==> src/rtl/fwd_hazard_unit.sv <==
`default_nettype none
// ============================================================================
// Module  : fwd_hazard_unit
// Brief   : Operand-forwarding select and load-use stall generation for the
//           RISC-V pipeline. A DEPTH-entry shift scoreboard records every
//           in-flight register write behind issue; each source operand is
//           matched against it (youngest wins) and a stall is raised while a
//           matching load result is not yet forwardable. A saturating counter
//           accumulates stall cycles.
// Revision: 1.0 - initial release
// ============================================================================
module fwd_hazard_unit #(
  parameter int DEPTH            = 2,
  parameter int REG_AW           = 5,
  parameter int LOAD_READY_STAGE = 1,
  parameter int SEL_W            = 3
) (
  input  logic                    clk,
  input  logic                    rst_n,
  input  logic                    issue_valid,
  input  logic [REG_AW-1:0]       issue_rs1,
  input  logic [REG_AW-1:0]       issue_rs2,
  input  logic                    issue_use_rs1,
  input  logic                    issue_use_rs2,
  input  logic [REG_AW-1:0]       issue_rd,
  input  logic                    issue_wen,
  input  logic [1:0]              issue_kind,
  input  logic                    flush,
  input  logic                    perf_clr,
  output logic                    stall,
  output logic [SEL_W-1:0]        fwd_sel_1,
  output logic [SEL_W-1:0]        fwd_sel_2,
  output logic [1:0]              fwd_kind_1,
  output logic [1:0]              fwd_kind_2,
  output logic [DEPTH-1:0]        stage_valid,
  output logic [DEPTH*REG_AW-1:0] stage_rd,
  output logic [31:0]             stall_count
);

  localparam logic [1:0] c_KIND_ALU  = 2'd0;
  localparam logic [1:0] c_KIND_LOAD = 2'd1;
  localparam logic [1:0] c_KIND_RSVD = 2'd3;

  // Scoreboard entries: index 0 is the youngest, DEPTH-1 the writeback stage.
  logic [DEPTH-1:0]  r_valid;
  logic [REG_AW-1:0] r_rd   [DEPTH];
  logic [1:0]        r_kind [DEPTH];
  logic [31:0]       r_stall_count;

  logic       w_capture;
  logic [1:0] w_kind_in;
  logic       w_hazard_1;
  logic       w_hazard_2;

  // An issuing write is tracked only if it really leaves issue this cycle
  // and targets a real register; kind 3 is folded onto the ALU kind.
  assign w_capture = issue_valid & issue_wen & (issue_rd != '0) & ~stall & ~flush;
  assign w_kind_in = (issue_kind == c_KIND_RSVD) ? c_KIND_ALU : issue_kind;

  // Shift the scoreboard every cycle; a bubble enters when nothing is captured.
  always_ff @(posedge clk or negedge rst_n) begin
    if (!rst_n) begin
      r_valid <= '0;
      for (int i = 0; i < DEPTH; i++) begin
        r_rd[i]   <= '0;
        r_kind[i] <= c_KIND_ALU;
      end
    end else begin
      r_valid[0] <= w_capture;
      r_rd[0]    <= w_capture ? issue_rd : '0;
      r_kind[0]  <= w_capture ? w_kind_in : c_KIND_ALU;
      for (int i = 1; i < DEPTH; i++) begin
        r_valid[i] <= r_valid[i-1];
        r_rd[i]    <= r_rd[i-1];
        r_kind[i]  <= r_kind[i-1];
      end
    end
  end

  // One identical matcher per source operand.
  genvar n;
  generate
    for (n = 0; n < 2; n++) begin : g_opnd
      logic [REG_AW-1:0] w_rs;
      logic              w_use;
      logic [SEL_W-1:0]  w_sel;
      logic [1:0]        w_kind;
      logic              w_hazard;

      assign w_rs  = (n == 0) ? issue_rs1 : issue_rs2;
      assign w_use = (n == 0) ? issue_use_rs1 : issue_use_rs2;

      // Scan oldest to youngest so the youngest matching entry has the last word.
      always_comb begin
        w_sel    = '0;
        w_kind   = c_KIND_ALU;
        w_hazard = 1'b0;
        if (w_use && (w_rs != '0)) begin
          for (int i = DEPTH - 1; i >= 0; i--) begin
            if (r_valid[i] && (r_rd[i] == w_rs)) begin
              w_sel    = SEL_W'(i + 1);
              w_kind   = r_kind[i];
              w_hazard = (r_kind[i] == c_KIND_LOAD) && (i < LOAD_READY_STAGE);
            end
          end
        end
      end
    end
  endgenerate

  assign fwd_sel_1  = g_opnd[0].w_sel;
  assign fwd_kind_1 = g_opnd[0].w_kind;
  assign w_hazard_1 = g_opnd[0].w_hazard;
  assign fwd_sel_2  = g_opnd[1].w_sel;
  assign fwd_kind_2 = g_opnd[1].w_kind;
  assign w_hazard_2 = g_opnd[1].w_hazard;

  // A redirect kills the issuing instruction, so it can never be held.
  assign stall = issue_valid & ~flush & (w_hazard_1 | w_hazard_2);

  // Stall-cycle counter: clear wins, otherwise count up and stick at all-ones.
  always_ff @(posedge clk or negedge rst_n) begin
    if (!rst_n) begin
      r_stall_count <= '0;
    end else if (perf_clr) begin
      r_stall_count <= '0;
    end else if (stall && (r_stall_count != 32'hFFFF_FFFF)) begin
      r_stall_count <= r_stall_count + 32'd1;
    end
  end

  assign stall_count = r_stall_count;
  assign stage_valid = r_valid;

  genvar p;
  generate
    for (p = 0; p < DEPTH; p++) begin : g_pack
      assign stage_rd[p*REG_AW +: REG_AW] = r_rd[p];
    end
  endgenerate

endmodule
`default_nettype wire
==> config.mk <==
export PLATFORM = sky130hd
export DESIGN_NAME = fwd_hazard_unit
export DESIGN_NICKNAME = d
export VERILOG_FILES = /design/src/rtl/fwd_hazard_unit.sv
export SDC_FILE = /design/constraint.sdc
export NUM_CORES = 1
export LEC_CHECK = 0
export CAP_MARGIN = 20
export CELL_PAD_IN_SITES_DETAIL_PLACEMENT = 0
export CELL_PAD_IN_SITES_GLOBAL_PLACEMENT = 1
export CORE_ASPECT_RATIO = 1.5
export CORE_MARGIN = 8
export CORE_UTILIZATION = 38
export DETAILED_ROUTE_END_ITERATION = 8
export PLACE_DENSITY = 0.84
export SYNTH_ARGS = -nofsm -noshare
export SYNTH_HDL_FRONTEND = slang
export SYNTH_SLANG_ARGS = --single-unit
==> constraint.sdc <==
create_clock -name clk -period 6.4 [get_ports clk]
set_input_delay 0.96 -clock clk [delete_from_list [all_inputs] [get_ports clk]]
set_output_delay 0.96 -clock clk [all_outputs]
set_load 0.03 [all_outputs]
==> results_dict.tcl, run 1 <==
set metrics [dict create \
    synth.ff_latch_count 48 \
    topRoutingLayerUsed "met4" \
    finish.utilization_pct 52.9 \
    pwr-share-seq_pct 52.5 \
    core_area_sq_mm 0.00676 \
    intPower_w 0.000449 \
    drv_cap 0 \
    final.setup.tns_ns 0 \
    clock_latency_ns 0.30 \
    grt_usage_pct 14.9 \
    ctsRootBufferMaster "clkbuf_8" \
    cts_resized 0 \
    cts_setup_buffers 0 \
    dp_hpwl_mm 5.56 \
    ioPinCount 80 \
    drcViolationCount 0 \
    cts_tree "yes" \
    netlist_area_sq_mm 0.00263 \
    drt-met1-wl_mm 2.87 \
    dieWidth_um 83.9 \
    drv_slew 0 \
    p_total_w 0.000588 \
    path_class "in2out" \
    critPathArrivalTime_ns 3.47 \
    cts_hold_buf 0 \
    layout_min_cycle_time_ns 4.43 \
    antenna_found_initial 0 \
    p_sw_w 0.000139 \
    fillCellCount 633 \
    instances_no_fill 426 \
    finalSetupViolCount 0 \
    syn2layout_area_growth_pct 36.0 \
    antennaDiodeCount 0 \
    hold_class "reg2reg" \
    multiInputGateArea_sq_mm 0.00133 \
    ys_warn_count 0 \
    io_buffers 77 \
    regArea_sq_mm 0.00120 \
    p_sw_share_pct 23.7 \
    die_y_um 118 \
    final_common_cell "clkdlybuf4s50_1" \
    status "finished clean" \
    grt_pass1_vias 2396 \
    gp_congestion 0.792 \
    async_flop_share_pct 100 \
    ys_types 48 \
    antenna_left 0 \
    peakVddDrop_mv 0.122 \
    synth_ff_type "dfrtp_1" \
    hold_viol 0 \
    cp-end-kind "primary output" \
    max_freq_mhz 226 \
    wl_met3_um 425 \
    rsz0062_at_grt "no" \
    wl_met2_mm 3.98 \
    num_rows 37 \
    clkSinkCount 48 \
    worstMarginPinSlew_ns 0.755 \
    fin_skew_ns 0.00526 \
    design.die.area_sq_mm 0.00989 \
    timing.final.crit_share_pct 69.2 \
    final_cell_mix "clkdlybuf4s50_1 (76), dfrtp_1 (48), a21oi_1 (26)" \
    synth_enable_flop_cells 0 \
    start_kind "primary input" \
    dp_cells 417 \
    worstPathRequired_ns 5.44 \
    htreeDepth 2 \
    cts_buffers 5 \
    drt_iter0_drc 140 \
    start_util_pct 38.9 \
    grt_pass1_wl_mm 12.4 \
    routedWlPerCell_um 17.3 \
    via_per_inst 5.58 \
    via_count 2378 \
    finalWirelength_mm 7.39 \
    nNetsFinal 373 \
    cts_buffer_depth 2 \
    powerDensity_mw_per_mm2 165 \
    leakage_nw 1.35 \
    grt_max_degree 49 \
    syn_inst 271 \
    ys_seq_area_share_pct 45.7 \
    crit_fanout 6 \
    cts.reportedPaths.clkPinSlew_ns 0.09 \
    combPwrFrac_pct 9.0 \
    avgSynthCellArea_sq_um 9.70 \
    slew_headroom_pct 49.5 \
    gr-total-overflow 0 \
    p_clk_share_pct 38.5 \
    drive_gt1_share_pct 7.47 \
    first_pass_iters 4 \
]
-- Yosys cell counts (2+ instances only) --
cell type / number / share of area (%)
a21oi_1: 26 / 5.0
a22o_1: 4 / 1.3
a31o_2: 2 / 0.67
and2_1: 5 / 1.2
and3_1: 2 / 0.48
and3b_1: 2 / 0.67
and4_1: 5 / 1.7
buf_2: 2 / 0.38
buf_4: 3 / 0.86
clkbuf_1: 4 / 0.57
dfrtp_1: 48 / 46
inv_1: 6 / 0.86
mux2_2: 3 / 1.3
nand2_1: 17 / 2.4
nand2b_1: 2 / 0.48
nand3_1: 10 / 1.9
nand4_1: 12 / 2.9
nor2_1: 13 / 1.9
nor2b_1: 3 / 0.71
nor3_1: 5 / 0.95
nor4_1: 3 / 0.71
o21ai_0: 13 / 2.5
o21ai_1: 2 / 0.38
o31ai_1: 9 / 2.6
or3_1: 14 / 3.3
or3_4: 2 / 0.86
or4_1: 12 / 3.4
xnor2_1: 14 / 4.7
xor2_1: 9 / 3.0
-- cells by family (layout without fill, tap and decap cells) --
family          count (synthesis)  in the layout  share of synthesized area, %
other cells                     1              2                         0.143
simple gates                  112            112                          25.6
mux                             4              4                          1.67
xor+xnor                       23             23                          7.67
fa+ha+maj                       1              1                         0.476
compound gates                 63             63                          15.1
flops                          48             48                          45.7
buf+inv                        19             95                          3.67
-- cell type report --
type	count	share of cell area (%)
clock buffers	5	1.93
clock inverters	3	1.30
inverters	8	0.910
multi-input cells	205	37.3
flip-flops and latches	48	33.6
well taps	78	2.73
repair buffers	79	22.2
-- flip-flops by register name (all words and copies together) (netlist names) --
| register | count |
|---|---|
| r_kind | 4 |
| stage_rd | 10 |
| stage_valid | 2 |
| stall_count | 32 |
-- worst paths after layout --
path | cells past startpoint | slack [ns] | startpoint | endpoint
max | 8 | 1.97 | issue_rs1[3] | stall
min | 0 | 0.45 | r_kind[3] | r_kind[1]
max reg2reg | 7 | 3.75 | stall_count[0] | stall_count[18]
min reg2reg | 0 | 0.45 | r_kind[3] | r_kind[1]
max in group asynchronous | 2 | 5.25 | rst_n | stall_count[23]
min in group asynchronous | 1 | 0.63 | rst_n | stall_count[0]
-- critical path, stage by stage --
cell and delay, ns:
clkdlybuf4s50_1 0.54, xnor2_1 0.17, nand4_1 0.20, or3_4 0.42
inv_2 0.14, o21ai_2 0.10, inv_1 0.19, clkdlybuf4s50_1 0.73
-- power by group through the flow --
stage / Clock (W) / Sequential [W] / Combinational, W
floorplan: 0 / 0.000318 / 0.0000174
global placement: 0 / 0.000315 / 0.0000516
detailed placement: 0 / 0.000315 / 0.0000523
CTS: 0.000232 / 0.000309 / 0.0000525
global route: 0.000243 / 0.000309 / 0.0000580
finish: 0.000227 / 0.000309 / 0.0000529
-- stage by stage --
step / hold slack, ns / worst slack [ns] / cell area, sq um
finish: 0.448 / 1.97 / 3570
global route: 0.452 / 1.86 / 3570
CTS: 0.451 / 1.99 / 3550
detailed placement: 0.430 / 2.00 / 3440
global placement: 0.420 / 2.02 / 3440
floorplan: 0.387 / 2.78 / 2630
-- metal layers --
| layer | up-vias | global-route usage, % |
|---|---|---|
| met4 | 0 | 4.45 |
| met1 | 1151 | 16.8 |
| li1 | 1153 | - |
| met3 | 11 | 4.02 |
| met2 | 63 | 26.4 |
| met5 | - | 0 |
Note: power is estimated with default switching activity, not from simulation.
==> run 2, diff against run 1 <==
--- a/config.mk
+++ b/config.mk
@@ -10,9 +10,9 @@
 export CELL_PAD_IN_SITES_GLOBAL_PLACEMENT = 1
 export CORE_ASPECT_RATIO = 1.5
 export CORE_MARGIN = 8
-export CORE_UTILIZATION = 38
+export CORE_UTILIZATION = 35
 export DETAILED_ROUTE_END_ITERATION = 8
-export PLACE_DENSITY = 0.84
+export PLACE_DENSITY = 0.78
 export SYNTH_ARGS = -nofsm -noshare
 export SYNTH_HDL_FRONTEND = slang
 export SYNTH_SLANG_ARGS = --single-unit
==> constraint.sdc (replaced) <==
create_clock -name clk -period 4.5 [get_ports clk]
set_input_delay 0.675 -clock clk [delete_from_list [all_inputs] [get_ports clk]]
set_output_delay 0.675 -clock clk [all_outputs]
set_load 0.03 [all_outputs]
==> results_dict.tcl, run 2 (same netlist as run 1, synthesis figures left out) <==
set metrics [dict create \
    worstMarginPinSlew_ns 0.846 \
    start_kind "primary input" \
    dieWidth_um 86.7 \
    regArea_sq_mm 0.00120 \
    grt_max_degree 49 \
    critPathArrivalTime_ns 3.18 \
    cts_buffer_depth 2 \
    worstPathRequired_ns 3.83 \
    combPwrFrac_pct 8.8 \
    fin_skew_ns 0.0108 \
    drv_cap 0 \
    via_count 2387 \
    ctsRootBufferMaster "clkbuf_8" \
    clkSinkCount 48 \
    grt_usage_pct 14.3 \
    p_total_w 0.000852 \
    syn2layout_area_growth_pct 37.5 \
    wl_met3_um 388 \
    finalWirelength_mm 7.47 \
    critPathMaxStageDelay_ns 0.63 \
    crit_fanout 6 \
    layout_min_cycle_time_ns 3.86 \
    core_area_sq_mm 0.00727 \
    crit_slowest_cell "clkdlybuf4s50_1" \
    p_sw_w 0.000185 \
    final.setup.tns_ns 0 \
    topRoutingLayerUsed "met4" \
    drive_gt1_share_pct 7.47 \
    antenna_found_initial 0 \
    final_cell_mix "clkdlybuf4s50_1 (76), dfrtp_1 (48), a21oi_1 (26)" \
    timing.final.crit_share_pct 85.8 \
    antenna_left 0 \
    multiInputGateArea_sq_mm 0.00133 \
    cp-end-kind "primary output" \
    intPower_w 0.000667 \
    hold_class "in2async" \
    cts.reportedPaths.clkPinSlew_ns 0.09 \
    slew_headroom_pct 43.4 \
    wl_met2_mm 4.01 \
    p_sw_share_pct 21.7 \
    drv_slew 0 \
    crit_chain "clkdlybuf4s50_1, or4_1, o21ai_1, or3_4, inv_2, o21ai_2, inv_1, clkdlybuf4s50_1" \
    final_common_cell "clkdlybuf4s50_1" \
    first_pass_iters 4 \
    grt_pass1_wl_mm 12.2 \
    clock_latency_ns 0.30 \
    peakVddDrop_mv 0.171 \
    htreeDepth 2 \
    start_util_pct 36.1 \
    cp_common_cell "clkdlybuf4s50_1" \
    pwr-share-seq_pct 51.5 \
    instances_no_fill 448 \
    routedWlPerCell_um 16.7 \
    cts_setup_buffers 0 \
    num_rows 38 \
    status "finished clean" \
    path_class "in2out" \
    finalSetupViolCount 0 \
    dp_cells 439 \
    grt_pass1_vias 2379 \
    cts_hold_buf 0 \
    antennaDiodeCount 0 \
    die_y_um 122 \
    via_per_inst 5.33 \
    cts_buffers 5 \
    ioPinCount 80 \
    max_freq_mhz 259 \
    hold_viol 0 \
    dp_hpwl_mm 5.66 \
    cts_resized 0 \
    io_buffers 77 \
    powerDensity_mw_per_mm2 236 \
    drt_iter0_drc 106 \
    drcViolationCount 0 \
    largest_reg_flops 32 \
    design.die.area_sq_mm 0.0106 \
    gr-total-overflow 0 \
    nNetsFinal 373 \
    leakage_nw 1.36 \
    rsz0062_at_grt "no" \
    drt-met1-wl_mm 2.99 \
    cts_tree "yes" \
    gp_congestion 0.825 \
    fillCellCount 699 \
    p_clk_share_pct 39.7 \
]
[run 2: layout make-up]
class / instances / area share, %
clock buffer: 7 / 2.67
clock inverter: 1 / 0.831
inverter: 8 / 0.901
multi-input combinational: 205 / 36.9
sequential: 48 / 33.3
tap: 100 / 3.46
timing repair buffer: 79 / 22.0
[run 2: layer usage]
metal / GRT usage [%] / vias to the layer above
met1: 15.9 / 1176
li1: - / 1153
met5: 0 / -
met4: 3.90 / 0
met3: 3.44 / 7
met2: 26.3 / 51
[run 2: power by group through the flow]
| stage | logic (W) | registers [W] | clock network (W) |
|---|---|---|---|
| floorplan | 0.0000247 | 0.000453 | 0 |
| global placement | 0.0000740 | 0.000448 | 0 |
| CTS | 0.0000748 | 0.000439 | 0.000348 |
| global route | 0.0000822 | 0.000440 | 0.000367 |
| finish | 0.0000754 | 0.000439 | 0.000338 |
| detailed placement | 0.0000745 | 0.000448 | 0 |
[run 2: metrics by stage]
stage               instance area, sq um  worst slack, ns  hold slack [ns]  utilization [%]
global route                        3610            0.514            0.337             49.7
global placement                    3470            0.648            0.413             47.6
CTS                                 3590            0.602            0.441             49.4
finish                              3610            0.641            0.330             49.7
detailed placement                  3470            0.608            0.429             47.6
floorplan                           2630             1.45            0.379                -
[run 2: worst max-delay path, delay by kind of cell]
family                 cells  cell delay [ns]
AO/OA/AOI/OAI              2             0.42
buffers and inverters      4             1.35
AND/OR/NAND/NOR            2             0.74
[run 2: worst paths after layout]
path	start	end	slack, ns	depth (start not counted)
max	issue_rs1[1]	stall	0.64	8
min	rst_n	stall_count[19]	0.33	1
max reg2reg	stall_count[0]	stall_count[18]	1.92	7
min reg2reg	r_kind[2]	r_kind[0]	0.44	0
max in group asynchronous	rst_n	stall_count[29]	3.65	2
min in group clk	r_kind[2]	r_kind[0]	0.44	0
==> run 3, diff against run 2 <==
--- a/config.mk
+++ b/config.mk
@@ -11,6 +11,7 @@
 export CORE_ASPECT_RATIO = 1.5
 export CORE_MARGIN = 8
 export CORE_UTILIZATION = 35
+export CTS_CLUSTER_SIZE = 24
 export DETAILED_ROUTE_END_ITERATION = 8
 export PLACE_DENSITY = 0.78
 export SYNTH_ARGS = -nofsm -noshare
==> results of run 3 <==
No change in the layout: final DEF, timing and power equal those of run 2.
